==> config.mk <==
export PLATFORM = sky130hd
export DESIGN_NAME = mac_operand_feeder
export DESIGN_NICKNAME = d
export VERILOG_FILES = /design/src/rtl/mac_operand_feeder.sv
export SDC_FILE = /design/constraint.sdc
export NUM_CORES = 1
export LEC_CHECK = 0
export ABC_AREA = 1
export BUFFER_PORTS_ARGS = -buffer_cell sky130_fd_sc_hd__buf_4
export CORE_UTILIZATION = 54
export CTS_BUF_LIST = sky130_fd_sc_hd__clkbuf_4 sky130_fd_sc_hd__clkbuf_8 sky130_fd_sc_hd__clkbuf_16
export CTS_CLUSTER_SIZE = 20
export DETAILED_ROUTE_END_ITERATION = 8
export GPL_TIMING_DRIVEN = 0
export PLACE_DENSITY_LB_ADDON = 0.12
export SETUP_SLACK_MARGIN = 0.3
export SLEW_MARGIN = 15
export SYNTH_ARGS = -nofsm -noshare
export SYNTH_HDL_FRONTEND = slang
export SYNTH_SLANG_ARGS = --single-unit
==> constraint.sdc <==
create_clock -name clk -period 2.07 [get_ports clk]
set_clock_uncertainty 0.05 [all_clocks]
set_input_delay 0.1035 -clock clk [delete_from_list [all_inputs] [get_ports clk]]
set_output_delay 0.1035 -clock clk [all_outputs]
set_load 0.01 [all_outputs]
==> src/rtl/mac_operand_feeder.sv <==
// Operand feeder for one MAC: buffers signed pairs, streams them on a/b/valid_in, collects f/valid_out.
// Optional build macro MAC_FEEDER_BUBBLE_EN inserts one idle cycle after every issued pair.
module mac_operand_feeder #(
  parameter int unsigned DEPTH   = 16,
  parameter int unsigned AW      = 4,
  parameter int unsigned DW      = 8,
  parameter int unsigned FW      = 16,
  parameter int unsigned TIMEOUT = 15
) (
  input  logic                 clk,
  input  logic                 reset,
  input  logic                 wr_en,
  input  logic signed [DW-1:0] wr_a,
  input  logic signed [DW-1:0] wr_b,
  output logic                 full,
  output logic [AW:0]          count,
  input  logic                 start,
  output logic                 busy,
  output logic                 mac_clr,
  output logic signed [DW-1:0] a,
  output logic signed [DW-1:0] b,
  output logic                 valid_in,
  input  logic signed [FW-1:0] f,
  input  logic                 valid_out,
  output logic signed [FW-1:0] result,
  output logic                 result_valid,
  output logic                 done,
  output logic                 err
);

  localparam int unsigned TW = $clog2(TIMEOUT + 1);
  localparam int unsigned CW = AW + 1;

  typedef enum logic [2:0] {IDLE, CLEAR, ISSUE, DRAIN, DONE} state_t;

  typedef struct packed {
    logic signed [DW-1:0] a;
    logic signed [DW-1:0] b;
  } pair_t;

  pair_t mem [DEPTH];

  state_t         state_q, state_d;
  logic [AW-1:0]  wr_ptr_q, wr_ptr_d;
  logic [AW-1:0]  rd_ptr_q, rd_ptr_d;
  logic [CW-1:0]  count_d;
  logic [CW-1:0]  issued_q, issued_d;
  logic [CW-1:0]  received_q, received_d;
  logic [TW-1:0]  tmo_q, tmo_d;
  logic           mem_we;
  logic           resp;
  logic signed [DW-1:0] a_d, b_d;
  logic           valid_in_d, mac_clr_d, busy_d, done_d, err_d, result_valid_d;
  logic signed [FW-1:0] result_d;
`ifdef MAC_FEEDER_BUBBLE_EN
  logic           bub_q, bub_d;
`endif

  // Operand storage; contents are don't-care once count is zero.
  always_ff @(posedge clk) begin
    if (mem_we) mem[wr_ptr_q] <= '{a: wr_a, b: wr_b};
  end

  always_ff @(posedge clk) begin
    if (reset) begin
      state_q      <= IDLE;
      wr_ptr_q     <= '0;
      rd_ptr_q     <= '0;
      issued_q     <= '0;
      received_q   <= '0;
      tmo_q        <= '0;
      count        <= '0;
      full         <= 1'b0;
      a            <= '0;
      b            <= '0;
      valid_in     <= 1'b0;
      mac_clr      <= 1'b0;
      busy         <= 1'b0;
      done         <= 1'b0;
      err          <= 1'b0;
      result       <= '0;
      result_valid <= 1'b0;
`ifdef MAC_FEEDER_BUBBLE_EN
      bub_q        <= 1'b0;
`endif
    end else begin
      state_q      <= state_d;
      wr_ptr_q     <= wr_ptr_d;
      rd_ptr_q     <= rd_ptr_d;
      issued_q     <= issued_d;
      received_q   <= received_d;
      tmo_q        <= tmo_d;
      count        <= count_d;
      full         <= (count_d == CW'(DEPTH));
      a            <= a_d;
      b            <= b_d;
      valid_in     <= valid_in_d;
      mac_clr      <= mac_clr_d;
      busy         <= busy_d;
      done         <= done_d;
      err          <= err_d;
      result       <= result_d;
      result_valid <= result_valid_d;
`ifdef MAC_FEEDER_BUBBLE_EN
      bub_q        <= bub_d;
`endif
    end
  end

  always_comb begin
    state_d        = state_q;
    wr_ptr_d       = wr_ptr_q;
    rd_ptr_d       = rd_ptr_q;
    count_d        = count;
    issued_d       = issued_q;
    received_d     = received_q;
    tmo_d          = tmo_q;
    mem_we         = 1'b0;
    a_d            = '0;
    b_d            = '0;
    valid_in_d     = 1'b0;
    mac_clr_d      = 1'b0;
    busy_d         = 1'b0;
    done_d         = 1'b0;
    err_d          = err;
    result_d       = result;
    result_valid_d = result_valid;
    resp           = valid_out && ((state_q == ISSUE) || (state_q == DRAIN));
`ifdef MAC_FEEDER_BUBBLE_EN
    bub_d          = bub_q;
`endif

    case (state_q)
      IDLE: begin
        if (wr_en && (count < CW'(DEPTH))) begin
          mem_we   = 1'b1;
          wr_ptr_d = wr_ptr_q + AW'(1);
          count_d  = count + CW'(1);
        end
        if (start && (count != '0)) state_d = CLEAR;
      end

      CLEAR: begin
        mac_clr_d      = 1'b1;
        busy_d         = 1'b1;
        result_d       = '0;
        result_valid_d = 1'b0;
        err_d          = 1'b0;
        rd_ptr_d       = '0;
        issued_d       = '0;
        received_d     = '0;
        tmo_d          = '0;
`ifdef MAC_FEEDER_BUBBLE_EN
        bub_d          = 1'b0;
`endif
        state_d        = ISSUE;
      end

      ISSUE: begin
        busy_d = 1'b1;
        tmo_d  = '0;
`ifdef MAC_FEEDER_BUBBLE_EN
        // Alternate issue / bubble; the bubble holds a/b so the MAC sees a stable bus.
        if (!bub_q) begin
          a_d        = mem[rd_ptr_q].a;
          b_d        = mem[rd_ptr_q].b;
          valid_in_d = 1'b1;
          rd_ptr_d   = rd_ptr_q + AW'(1);
          issued_d   = issued_q + CW'(1);
          bub_d      = 1'b1;
        end else begin
          a_d   = a;
          b_d   = b;
          bub_d = 1'b0;
          if (issued_q == count) state_d = DRAIN;
        end
`else
        a_d        = mem[rd_ptr_q].a;
        b_d        = mem[rd_ptr_q].b;
        valid_in_d = 1'b1;
        rd_ptr_d   = rd_ptr_q + AW'(1);
        issued_d   = issued_q + CW'(1);
        if (issued_d == count) state_d = DRAIN;
`endif
      end

      DRAIN: begin
        busy_d = 1'b1;
        if (valid_out) begin
          tmo_d = '0;
        end else begin
          tmo_d = tmo_q + TW'(1);
          if (tmo_d == TW'(TIMEOUT)) begin
            state_d = DONE;
            err_d   = 1'b1;
          end
        end
      end

      DONE: begin
        done_d         = 1'b1;
        result_valid_d = 1'b1;
        count_d        = '0;
        wr_ptr_d       = '0;
        rd_ptr_d       = '0;
        state_d        = IDLE;
      end

      default: state_d = IDLE;
    endcase

    // Response capture wins over the issue/drain transitions once every pair is answered.
    if (resp) begin
      result_d   = f;
      received_d = received_q + CW'(1);
      if (received_d == count) state_d = DONE;
    end
  end

endmodule

=== Word level (Yosys, flattened, before mapping) ===
Memory sizes are Yosys's and may differ from the RTL's. A register that Yosys moved wholly into a read port is not among the register bits.
Index checks and enable logic that the tools add are counted.

* Flip-flop bits (word level): 53
* Bits in writable memories: 256
* Bits of input ports: 37
* Output and inout port bits: 44
* Logic and storage cells: 85
* Memories: 1

{| class="wikitable"
|+ Memories
! memory !! depth !! bits a word !! read ports !! clocked after Yosys merged registers in !! write ports !! RTL line !! text
|-
| mem || 16 || 16 || 1 || 1 || 1 || 41 || <nowiki>pair_t mem [DEPTH];</nowiki>
|}

* $add $sub $neg: 6
* Order comparisons: 1
* Equal/unequal tests: 11
* Multiplexer cells: 31
* Bitwise operators: 1
* Reductions and logical operators: 19

{| class="wikitable"
|+ Operators with widths
! operator !! number
|-
| 16-bit two-way mux || 2
|-
| 4-bit case mux with 2 select lines || 3
|-
| 5-bit case mux with 2 select lines || 2
|-
| 3-bit two-way mux || 6
|-
| 5-bit by 1-bit adder with 5-bit output (second input constant) || 3
|-
| 5-bit two-way mux || 3
|-
| 2-bit nonzero test || 7
|-
| 4-bit by 1-bit adder with 4-bit output (second input constant) || 3
|-
| 3-bit case mux with 4 select lines || 1
|-
| 5-bit == test || 2
|-
| 1-bit two-way mux || 10
|-
| 4-bit two-way mux || 2
|-
| 3-bit by 2-bit == test with 1-bit output (second input constant) || 2
|-
| 2-bit OR reduction || 3
|-
| 5-bit == test (second input constant) || 1
|-
| 5-bit less-than comparator (second input constant) || 1
|-
| 5-bit nonzero test || 1
|-
| 4-bit == test (second input constant) || 1
|-
| 2-bit != test (second input constant) || 2
|-
| 1-bit case mux with 2 select lines || 2
|-
| 3-bit by 1-bit == test with 1-bit output (second input constant) || 1
|-
| 3-bit == test (second input constant) || 1
|-
| 1-bit logical AND || 3
|-
| 3-bit zero test || 1
|-
| other kinds (6) || 6
|}

=== Depth between registers and ports, before layout ===
Gate-level depths: netlist (run 1).

* Word-level depth: 7
* Gate-level depth with buffers: 11
* Mapped depth without buffers: 10

=== Worst setup path after synthesis (run 1) ===
Ideal clock, no wire load.

* Kind: register to register
* From: reg count[4]
* To: mem mem[11][0] (netlist name) (enable)
* Library setup time: 388 ps
* Data arrival time: 1640 ps
* Data required time: 1632 ps
* Path slack: -8 ps
* Cell stages (with the launch flop): 6
* Buffers on the path: 0
* Period minus slack after synthesis: 2078 ps
* Cell sequence: dfxtp_1 -> inv_1 -> nand2_1 -> nor2_4 -> nand2_1 -> nor2_1

* Longest elaborated chain between the ends: 6

{| class="wikitable"
|+ Ends and longest elaborated chain
! element !! RTL line !! text
|-
| from (decl) || 16 || <nowiki>output logic [AW:0] count,</nowiki>
|-
| from (signal assigned) || 93 || <nowiki>count <= count_d;</nowiki>
|-
| 5-bit less-than comparator || 135 || <nowiki>if (wr_en && (count < CW'(DEPTH))) begin</nowiki>
|-
| 1-bit logical AND || 135 ||
|-
| 1-bit two-way mux || 135 ||
|-
| 1-bit two-way mux || 133 || <nowiki>case (state_q)</nowiki>
|-
| 1-bit two-way mux || 61 || <nowiki>if (mem_we) mem[wr_ptr_q] <= '{a: wr_a, b: wr_b};</nowiki>
|-
| 1-bit two-way mux (implied by the code) || 61 ||
|-
| to (decl) || 41 ||
|}

Every way passes these cells.

==> results of run 1 <==
==> critical path, cell delays in order, from the launching register on <==
cell	delay [ns]
sky130_fd_sc_hd__dfxtp_2	0.39
sky130_fd_sc_hd__buf_4	0.22
sky130_fd_sc_hd__clkbuf_4	0.25
sky130_fd_sc_hd__nor2_1	0.09
sky130_fd_sc_hd__o211ai_1	0.31
sky130_fd_sc_hd__nand3_1	0.19
sky130_fd_sc_hd__a21oi_1	0.17
==> flip-flops by register name, indices dropped and copies added, names as in the netlist, 3 cells and up <==
signal and flops:
a 8, b 8, count 5, issued_q 5, mem 256, rd_ptr_q 4, received_q 5, result 16
state_q 3, tmo_q 4, wr_ptr_q 4
==> placed cells by master, fill, tap and decap left out, types with 13 or more instances in the layout <==
cell,netlist,layout
sky130_fd_sc_hd__buf_4,4,88
sky130_fd_sc_hd__o21ai_0,94,93
sky130_fd_sc_hd__nor2_4,2,18
sky130_fd_sc_hd__a21oi_1,62,60
sky130_fd_sc_hd__inv_1,44,43
sky130_fd_sc_hd__o21ai_1,49,50
sky130_fd_sc_hd__clkbuf_4,0,13
sky130_fd_sc_hd__clkbuf_16,0,37
sky130_fd_sc_hd__buf_2,22,22
sky130_fd_sc_hd__edfxtp_1,256,256
sky130_fd_sc_hd__nand2_1,146,140
sky130_fd_sc_hd__dfxtp_1,69,68
sky130_fd_sc_hd__buf_12,0,24
sky130_fd_sc_hd__nor2_1,244,227
sky130_fd_sc_hd__nand3_1,62,62
sky130_fd_sc_hd__dlygate4sd3_1,0,35
sky130_fd_sc_hd__o211ai_1,41,41
==> final cells by class <==
class | instances | share of cell area (%)
Sequential cell | 325 | 55.9
Buffer | 61 | 2.31
Tap cell | 319 | 2.46
Clock buffer | 47 | 6.24
Timing Repair Buffer | 143 | 9.03
Multi-Input combinational cell | 733 | 22.2
Inverter | 50 | 1.16
Clock inverter | 14 | 0.771
==> kinds of logic after synthesis <==
logic type | after synthesis | synth area share (%)
flip-flops | 325 | 69.6
AO/OA/AOI/OAI | 253 | 10.7
AND/OR/NAND/NOR | 465 | 14.4
buffers and inverters | 111 | 4.00
adder cells (fa/ha/maj) | 11 | 1.06
XOR/XNOR | 4 | 0.269
==> power by group <==
part / switching (uW) / internal, uW / total, uW
combinational: 985 / 556 / 1540
sequential: 77.3 / 7200 / 7270
clock: 2480 / 3690 / 6170
==> cell usage after synthesis <==
cell / instances
sky130_fd_sc_hd__nor2_1: 244
sky130_fd_sc_hd__nor3_2: 2
sky130_fd_sc_hd__xor2_1: 2
sky130_fd_sc_hd__o211ai_1: 41
sky130_fd_sc_hd__inv_2: 6
sky130_fd_sc_hd__edfxtp_1: 256
sky130_fd_sc_hd__nand4_1: 6
sky130_fd_sc_hd__o21ai_0: 94
sky130_fd_sc_hd__buf_6: 8
sky130_fd_sc_hd__nor2_4: 2
sky130_fd_sc_hd__clkbuf_2: 1
sky130_fd_sc_hd__a22oi_1: 1
sky130_fd_sc_hd__clkbuf_1: 24
sky130_fd_sc_hd__buf_1: 2
sky130_fd_sc_hd__xnor2_1: 2
sky130_fd_sc_hd__buf_2: 22
sky130_fd_sc_hd__nand2_1: 146
sky130_fd_sc_hd__nor3_1: 2
sky130_fd_sc_hd__a211oi_1: 3
sky130_fd_sc_hd__ha_1: 11
sky130_fd_sc_hd__o31ai_1: 1
sky130_fd_sc_hd__nand3_1: 62
sky130_fd_sc_hd__a2bb2oi_1: 1
sky130_fd_sc_hd__o21ai_1: 49
sky130_fd_sc_hd__a21oi_1: 62
sky130_fd_sc_hd__dfxtp_1: 69
sky130_fd_sc_hd__a31o_2: 1
sky130_fd_sc_hd__buf_4: 4
sky130_fd_sc_hd__or2_2: 1
sky130_fd_sc_hd__inv_1: 44
==> through the flow <==
step,TNS (ns),worst slack [ns],total power [uW],cell area (um^2),std cells
floorplan,0,0.201,8190,13100,1169
global placement,-76.87,-0.449,8710,14100,1568
detailed placement,-81.98,-0.541,8730,14100,1568
CTS,0,0.288,15000,16200,1692
global route,0,0.279,15400,16200,1692
finish,0,0.337,15000,16200,1692
==> final timing paths <==
kind,from,endpoint,slack (ns),cells past startpoint
min reg2reg,result[2],result[2],0.41,2
min,reset,rd_ptr_q[0],-0.006,4
max,rd_ptr_q[0],b[4],0.34,6
max reg2reg,rd_ptr_q[0],b[4],0.34,6
==> timing repair <==
action	CTS	global route
gates resized for setup	35	35
hold buffers	35	0
setup buffers	28	0
endpoints found under the hold margin	278	0
endpoints found under the setup margin	272	246
pin swaps	17	5
==> per-layer routing <==
| metal | share of wire (%) | wire (um) |
|---|---|---|
| met5 | 0 | 0 |
| met3 | 7.6 | 2650 |
| met1 | 40 | 14000 |
| met4 | 3.1 | 1090 |
| met2 | 49 | 17000 |
==> metrics.csv, run 1 <==
metric;value;unit
register area share after synthesis;69.6;%
Die Ht;157;um
DR iter-0 viols;958;
Crit path arrival time;2.13;ns
Bufs on Longest Clock Path;3;
CTS clk-pin slew, worst paths;0.07;ns
Warnings, synthesis;0;
type of destination of the critical path;register;
Mapped Cells;1169;
number of remaining DRC errors;0;
maximum net fanout on the critical path;10;
met1 capacity usage during global routing;36.6;%
fin nets;1397;
Post-Route WL;34.7;mm
routing usage on met2;48.7;%
total area of sequential cells;9070;um^2
largest area contributor in the synthesized netlist;sky130_fd_sc_hd__edfxtp_1;
pin count of the biggest net entering global routing;17;
Max Clock Freq;577;MHz
full die area;24700;um^2
number of H-tree levels;2;
final core occ;69.0;%
average wire per cell in the routed design;20.5;um
count of final hold-check violations;1;
n_diodes;0;
multi-input gate area in the final layout;3600;um^2
Post-Route Hold Slack;-0.00560;ns
Post-DP HPWL;21.3;mm
number of global-route vias before repair;9069;
measured slew at the worst slew-check pin;0.832;ns
worst vdd ir;0.712;mV
Yosys top cell area share;59.0;%
top post-synthesis cells by area;sky130_fd_sc_hd__edfxtp_1 (59%), sky130_fd_sc_hd__dfxtp_1 (11%), sky130_fd_sc_hd__nor2_1 (7.0%);
net count after synthesis;1217;
count of input and output buffers;80;
share of cells above drive strength 1;18.6;%
layout filler cell count;1735;
power density relative to cell area;923;nW/um^2
synthesized flop and latch total;325;
final setup vio count;0;
TritonCTS clock tree;built;
violations in the final reports;negative hold slack;
Tot GR Track Use;28.4;%
Final min period;1.73;ns
HP Class;input port to register;
first-pass GRT wire length;51.4;mm
max-cap viol count;0;
ratio of routed vias to standard cells;5.63;
clock latency of the later-clocked register in the worst-skew pair;0.51;ns
pins over their slew limit;0;
required time reported for the critical path endpoint;2.46;ns
Die Span X;157;um
antenna violation net count after detailed routing;0;
netlist area before placement;13000;um^2
post-synthesis average cell area;11.1;um^2
IO Pins;81;
startpoint types;register;
period utilization;83.7;%
core area;23500;um^2
initial antenna violation count;0;
leakage power total;0.00587;uW
met3 Usage GRT;4.35;%
clk sink count;325;
Unique masters post-synth;30;
area growth from synthesis to layout;24.7;%
critical path class;register to register;
number of placement rows;56;
initial cell density of the core;55.3;%
run status;finished with violations;
residual overflow from global routing;0;
layer carrying the most global-route usage;met2;
Pre-antenna DRT Iters;5;
CTS buffer count;35;
number of vias after detailed routing;9532;
weighted congestion at the end of routability-driven global placement;0.853;
setup repair after global routing missed its margin;true;
headroom to the max-slew limit;44.6;%
cell chosen for the clock root;sky130_fd_sc_hd__clkbuf_16;
No activity file was read; power rests on OpenSTA's default activity.
==> run 2: changes to the inputs <==
--- a/config.mk
+++ b/config.mk
@@ -5,7 +5,7 @@
 export SDC_FILE = /design/constraint.sdc
 export NUM_CORES = 1
 export LEC_CHECK = 0
-export ABC_AREA = 1
+export ABC_AREA = 0
 export BUFFER_PORTS_ARGS = -buffer_cell sky130_fd_sc_hd__buf_4
 export CORE_UTILIZATION = 54
 export CTS_BUF_LIST = sky130_fd_sc_hd__clkbuf_4 sky130_fd_sc_hd__clkbuf_8 sky130_fd_sc_hd__clkbuf_16
==> constraint.sdc (replaced) <==
create_clock -name clk -period 1.5 [get_ports clk]
set_clock_uncertainty 0.05 [all_clocks]
set_input_delay 0.075 -clock clk [delete_from_list [all_inputs] [get_ports clk]]
set_output_delay 0.075 -clock clk [all_outputs]
set_load 0.01 [all_outputs]
==> metrics.csv, run 2 <==
metric;value;unit
run status;finished with violations;
violations in the final reports;negative setup slack;
Post-Place Cell Area;14300;um^2
Yosys top cell area share;59.7;%
final standard cell area without fillers;18000;um^2
TritonCTS clock tree;built;
Bufs on Longest Clock Path;3;
Post-Route Hold Slack;0.0338;ns
Warnings, synthesis;0;
primary flip-flop cell chosen by synthesis mapping;sky130_fd_sc_hd__edfxtp_1;
number of global-route vias before repair;8083;
Pre-antenna DRT Iters;5;
cell chosen for the clock root;sky130_fd_sc_hd__clkbuf_16;
share of cells above drive strength 1;47.7;%
required time reported for the critical path endpoint;1.66;ns
final core occ;76.9;%
worst vdd ir;1.32;mV
DR iter-0 viols;847;
startpoint types;register;
IO Pins;81;
Max Clock Freq;492;MHz
power density relative to cell area;1160;nW/um^2
final setup vio count;324;
fin nets;1067;
commonest cells after routing, fill and taps aside;sky130_fd_sc_hd__edfxtp_1 (256), sky130_fd_sc_hd__buf_4 (117), sky130_fd_sc_hd__mux4_2 (64);
first-pass GRT wire length;49.4;mm
number of H-tree levels;2;
Crit path arrival time;2.19;ns
residual overflow from global routing;0;
total area of sequential cells;9090;um^2
Largest regs;mem x256, result x16;
n_diodes;0;
net count after synthesis;807;
number of synthesized flops with an enable pin;256;
pin count of the biggest net entering global routing;17;
Die Ht;156;um
measured slew at the worst slew-check pin;0.744;ns
average wire per cell in the routed design;26.8;um
post-synthesis average cell area;17.0;um^2
ranking of synthesized cells by instance count;sky130_fd_sc_hd__edfxtp_1 (256), sky130_fd_sc_hd__dfxtp_1 (69), sky130_fd_sc_hd__mux4_2 (64);
maximum net fanout on the critical path;14;
largest area contributor in the synthesized netlist;sky130_fd_sc_hd__edfxtp_1;
ratio of routed vias to standard cells;6.06;
core area;23400;um^2
pre-CTS setup slack;-1.34;ns
Final min period;2.03;ns
pins over their slew limit;0;
max-cap viol count;0;
HP Class;input port to register;
count of final hold-check violations;0;
netlist area before placement;12900;um^2
initial cell density of the core;55.0;%
clk sink count;325;
number of vias after detailed routing;8256;
type of destination of the critical path;register;
register area share after synthesis;70.4;%
max FFs per register;256;
antenna violation net count after detailed routing;0;
Mapped Cells;759;
setup repair after global routing missed its margin;true;
number of cells in the finished layout apart from fillers;1363;
period utilization;135;%
CTS buffer count;34;
most frequent cell after synthesis;sky130_fd_sc_hd__edfxtp_1;
area growth from synthesis to layout;39.9;%
Placed Cells;1158;
count of input and output buffers;80;
top post-synthesis cells by area;sky130_fd_sc_hd__edfxtp_1 (60%), sky130_fd_sc_hd__mux4_2 (11%), sky130_fd_sc_hd__dfxtp_1 (11%);
full die area;24500;um^2
Post-Route WL;36.6;mm
Tot GR Track Use;28.4;%
Die Span X;156;um
number of placement rows;56;
number of remaining DRC errors;0;
Final WS setup;-0.531;ns
layout filler cell count;1276;
headroom to the max-slew limit;50.4;%
multi-input gate area in the final layout;4340;um^2
synthesized flop and latch total;325;
initial antenna violation count;0;
clock latency of the later-clocked register in the worst-skew pair;0.52;ns
top register by number of flip-flops;mem;
Post-DP HPWL;18.3;mm
share of async-settable or async-resettable flops after synthesis;0;%
leakage power total;0.00614;uW
CTS clk-pin slew, worst paths;0.06;ns
critical path class;register to register;
most common library cell in the layout ignoring fill and taps;sky130_fd_sc_hd__edfxtp_1;
weighted congestion at the end of routability-driven global placement;0.867;
Unique masters post-synth;57;
run 2: cell types whose count changed after synthesis, moves of 49 or more:
| cell | previous run | this run |
|---|---|---|
| sky130_fd_sc_hd__nand2_1 | 146 | 19 |
| sky130_fd_sc_hd__mux4_2 | 0 | 64 |
| sky130_fd_sc_hd__nand3_1 | 62 | 7 |
| sky130_fd_sc_hd__o21ai_0 | 94 | 9 |
| sky130_fd_sc_hd__o21ai_1 | 49 | 0 |
| sky130_fd_sc_hd__nor2_1 | 244 | 58 |
run 2: power by group:
| group | switching [uW] | leakage (uW) | internal, uW |
|---|---|---|---|
| sequential | 93.9 | 0.00288 | 9900 |
| clock | 3420 | 0.000546 | 4780 |
| combinational | 1300 | 0.00272 | 1350 |
| total | 4820 | 0.00614 | 16000 |
run 2: repair_timing:
| item | CTS | global route |
|---|---|---|
| gates resized for setup | 130 | 99 |
| hold buffers | 35 | 0 |
| buffers inserted | 71 | 22 |
| endpoints found under the hold margin | 278 | 0 |
| endpoints found under the setup margin | 325 | 325 |
| pin swaps | 45 | 67 |
| gates cloned | 8 | 8 |
run 2: metal layers:
metal,GRT usage (%),wire [um]
met5,0,0
met2,45.8,18400
met3,3.90,2820
met1,39.7,14100
met4,10.6,1280
run 2: logic make-up after synthesis:
kind of cell    Yosys count  share of synthesized area [%]
mux                      83                           12.7
flops                   325                           70.4
fa+ha+maj                11                           1.07
buf+inv                  59                           2.51
xor+xnor                 14                          0.952
compound gates          108                           6.03
simple gates            159                           6.33
run 2: stage by stage:
step                      setup TNS [ns]  power [uW]
after floorplan                  -156.36       11200
after global placement           -287.41       11700
after detailed placement         -311.35       11700
after CTS                        -136.52       20500
after global routing             -150.28       21400
final                            -136.51       20900
run 2: worst max-delay path: stages, from the launching register on:
cell	delay [ns]
sky130_fd_sc_hd__dfxtp_2	0.32
sky130_fd_sc_hd__buf_6	0.11
sky130_fd_sc_hd__or2_1	0.21
sky130_fd_sc_hd__buf_6	0.12
sky130_fd_sc_hd__nor3_4	0.14
sky130_fd_sc_hd__buf_12	0.18
sky130_fd_sc_hd__nand2_8	0.08
sky130_fd_sc_hd__buf_6	0.14
sky130_fd_sc_hd__nor2_4	0.17
sky130_fd_sc_hd__buf_12	0.20
run 2: final cells by class:
cell class                 count  share of cell area, %
sequential                   325                   50.5
multi-input combinational    375                   24.1
timing repair buffer         224                   13.9
clock buffer                  47                   5.47
buffer                        51                   3.12
tap                          319                   2.22
clock inverter                14                  0.549
inverter                       8                  0.167
run 2: worst paths after layout:
path / end / cells after the start / slack [ns] / from
max: mem[4][12] / 9 / -0.53 / state_q[1]
min: b[1] / 4 / 0.03 / reset
max reg2reg: mem[4][12] / 9 / -0.53 / state_q[1]
min reg2reg: result[5] / 2 / 0.46 / result[5]
==> run 3: changes to the inputs <==
--- a/config.mk
+++ b/config.mk
@@ -8,11 +8,10 @@
 export ABC_AREA = 0
 export BUFFER_PORTS_ARGS = -buffer_cell sky130_fd_sc_hd__buf_4
 export CORE_UTILIZATION = 54
-export CTS_BUF_LIST = sky130_fd_sc_hd__clkbuf_4 sky130_fd_sc_hd__clkbuf_8 sky130_fd_sc_hd__clkbuf_16
 export CTS_CLUSTER_SIZE = 20
 export DETAILED_ROUTE_END_ITERATION = 8
 export GPL_TIMING_DRIVEN = 0
-export PLACE_DENSITY_LB_ADDON = 0.12
+export PLACE_DENSITY_LB_ADDON = 0.25
 export SETUP_SLACK_MARGIN = 0.3
 export SLEW_MARGIN = 15
 export SYNTH_ARGS = -nofsm -noshare
==> metrics.csv, run 3 (synthesized netlist as in run 2, its figures left out) <==
metric;value;unit
routed length on met3;2.14;mm
number of H-tree levels;1;
headroom to the max-slew limit;50.6;%
pin count of the biggest net entering global routing;17;
maximum net fanout on the critical path;10;
period utilization;145;%
hold depth;6;
required time reported for the critical path endpoint;1.71;ns
number of remaining DRC errors;0;
Crit path arrival time;2.38;ns
source of the worst hold timing path;wr_en;
max-cap viol count;0;
critical path class;register to register;
commonest cells after routing, fill and taps aside;sky130_fd_sc_hd__edfxtp_1 (256), sky130_fd_sc_hd__buf_4 (115), sky130_fd_sc_hd__mux4_2 (64);
number of vias after detailed routing;8086;
Reg2Reg Depth;10;
DR iter-0 viols;754;
core area;23400;um^2
crit path cell chain;buf_6 > or2_1 > buf_6 > nor3_4 > buf_12 > buf_12 > nand2_8 > buf_12 > nor2_4 > buf_12;
worst vdd ir;1.09;mV
final setup vio count;321;
leakage power total;0.00604;uW
residual overflow from global routing;0;
count of final hold-check violations;0;
area growth from synthesis to layout;38.3;%
power density relative to cell area;1130;nW/um^2
Final min period;2.17;ns
sum of met2 wire segment lengths after detailed routing;17.1;mm
weighted congestion at the end of routability-driven global placement;0.869;
startpoint types;register;
initial antenna violation count;0;
Post-Place Cell Area;14300;um^2
Tot GR Track Use;25.9;%
cell chosen for the clock root;sky130_fd_sc_hd__clkbuf_16;
share of cells above drive strength 1;47.7;%
violations in the final reports;negative setup slack;
total routed wire length on the met1 layer;12.8;mm
initial cell density of the core;55.0;%
CTS clk-pin slew, worst paths;0.07;ns
Max Clock Freq;460;MHz
slowest cell on the critical path;sky130_fd_sc_hd__dfxtp_2;
Post-Route WL;32.9;mm
run status;finished with violations;
antenna violation net count after detailed routing;0;
full die area;24500;um^2
number of global-route vias before repair;8064;
top register by number of flip-flops;mem;
most common library cell in the layout ignoring fill and taps;sky130_fd_sc_hd__edfxtp_1;
number of placement rows;56;
fin nets;1063;
uppermost routed layer;met4;
final core occ;76.1;%
Die Span X;156;um
CTS buffer count;31;
IO Pins;81;
clock latency of the later-clocked register in the worst-skew pair;0.55;ns
max FFs per register;256;
Pre-antenna DRT Iters;6;
longest individual stage delay on the worst path;0.34;ns
pins over their slew limit;0;
Die Ht;156;um
total negative slack;-169.17;ns
Post-DP HPWL;18.0;mm
type of destination of the critical path;register;
TritonCTS clock tree;built;
reg-to-reg endpoint;mem[10][13];
n_diodes;0;
endpoint with the worst hold slack;count[1];
final standard cell area without fillers;17800;um^2
Crit Reg-Reg Startpoint;state_q[1];
first-pass GRT wire length;46.6;mm
HP Class;input port to register;
Bufs on Longest Clock Path;3;
Critical Path Most Common Cell;sky130_fd_sc_hd__buf_12;
register-to-register setup slack;-0.67;ns
average wire per cell in the routed design;24.2;um
count of input and output buffers;80;
ratio of routed vias to standard cells;5.96;
Largest regs;mem x256, result x16;
measured slew at the worst slew-check pin;0.741;ns
clk sink count;325;
Final WS setup;-0.672;ns
setup repair after global routing missed its margin;true;
==> run 3: final cells by class <==
| cell class | instances | area, um^2 |
|---|---|---|
| well taps | 319 | 399 |
| clock buffers | 44 | 845 |
| repair buffers | 223 | 2390 |
| flip-flops and latches | 325 | 9090 |
| plain buffers | 51 | 571 |
| fillers | 1244 | 5590 |
| clock inverters | 12 | 104 |
| inverters | 8 | 30.0 |
| multi-input cells | 375 | 4380 |
==> run 3: critical path, delay by kind of cell, from the launching register on <==
| kind | cells | cell delay [ns] |
|---|---|---|
| AND/OR/NAND/NOR | 4 | 0.65 |
| flip-flops | 1 | 0.34 |
| buffers and inverters | 6 | 0.83 |
==> run 3: metal layers <==
metal,vias to the layer above,GRT usage (%)
met5,-,0
met4,0,6.91
met3,76,3.52
met2,351,45.3
met1,4170,34.4
li1,3489,-
==> run 3: worst max path at each step <==
stage,start,endpoint,slack (ns),cells past startpoint
final,state_q[1],mem[10][13],-0.67,10
after CTS,state_q[1],mem[2][1],-0.60,10
after detailed placement,state_q[1],mem[6][9],-1.34,6
after floorplan,state_q[1],mem[10][0],-0.65,6
after global routing,state_q[1],mem[10][13],-0.71,10
after global placement,state_q[1],mem[12][6],-1.21,6
==> run 3: repair_timing <==
action                                  CTS  global route
buffers inserted                         76            22
resized for setup                       144           102
cloned                                    8             2
hold buffers                             35             0
hold endpoints to repair                288             0
endpoints found under the setup margin  326           326
pin swaps                                43            57
==> run 3: per-stage QoR <==
step	total power [uW]	hold WS, ns	instances	worst slack (ns)
2_1_floorplan	11200	0.104	759	-0.646
3_3_place_gp	11700	0.244	1158	-1.21
3_5_place_dp	11700	0.247	1158	-1.34
4_1_cts	19800	0.00223	1333	-0.596
5_1_grt	20600	0.0845	1357	-0.712
6_report	20100	0.102	1357	-0.672
==> run 3: report_power, final <==
group | total (uW) | switching, uW | internal, uW
clock network | 7410 | 3190 | 4220
logic | 2660 | 1270 | 1390
registers | 9990 | 94.5 | 9900
total | 20100 | 4550 | 15500
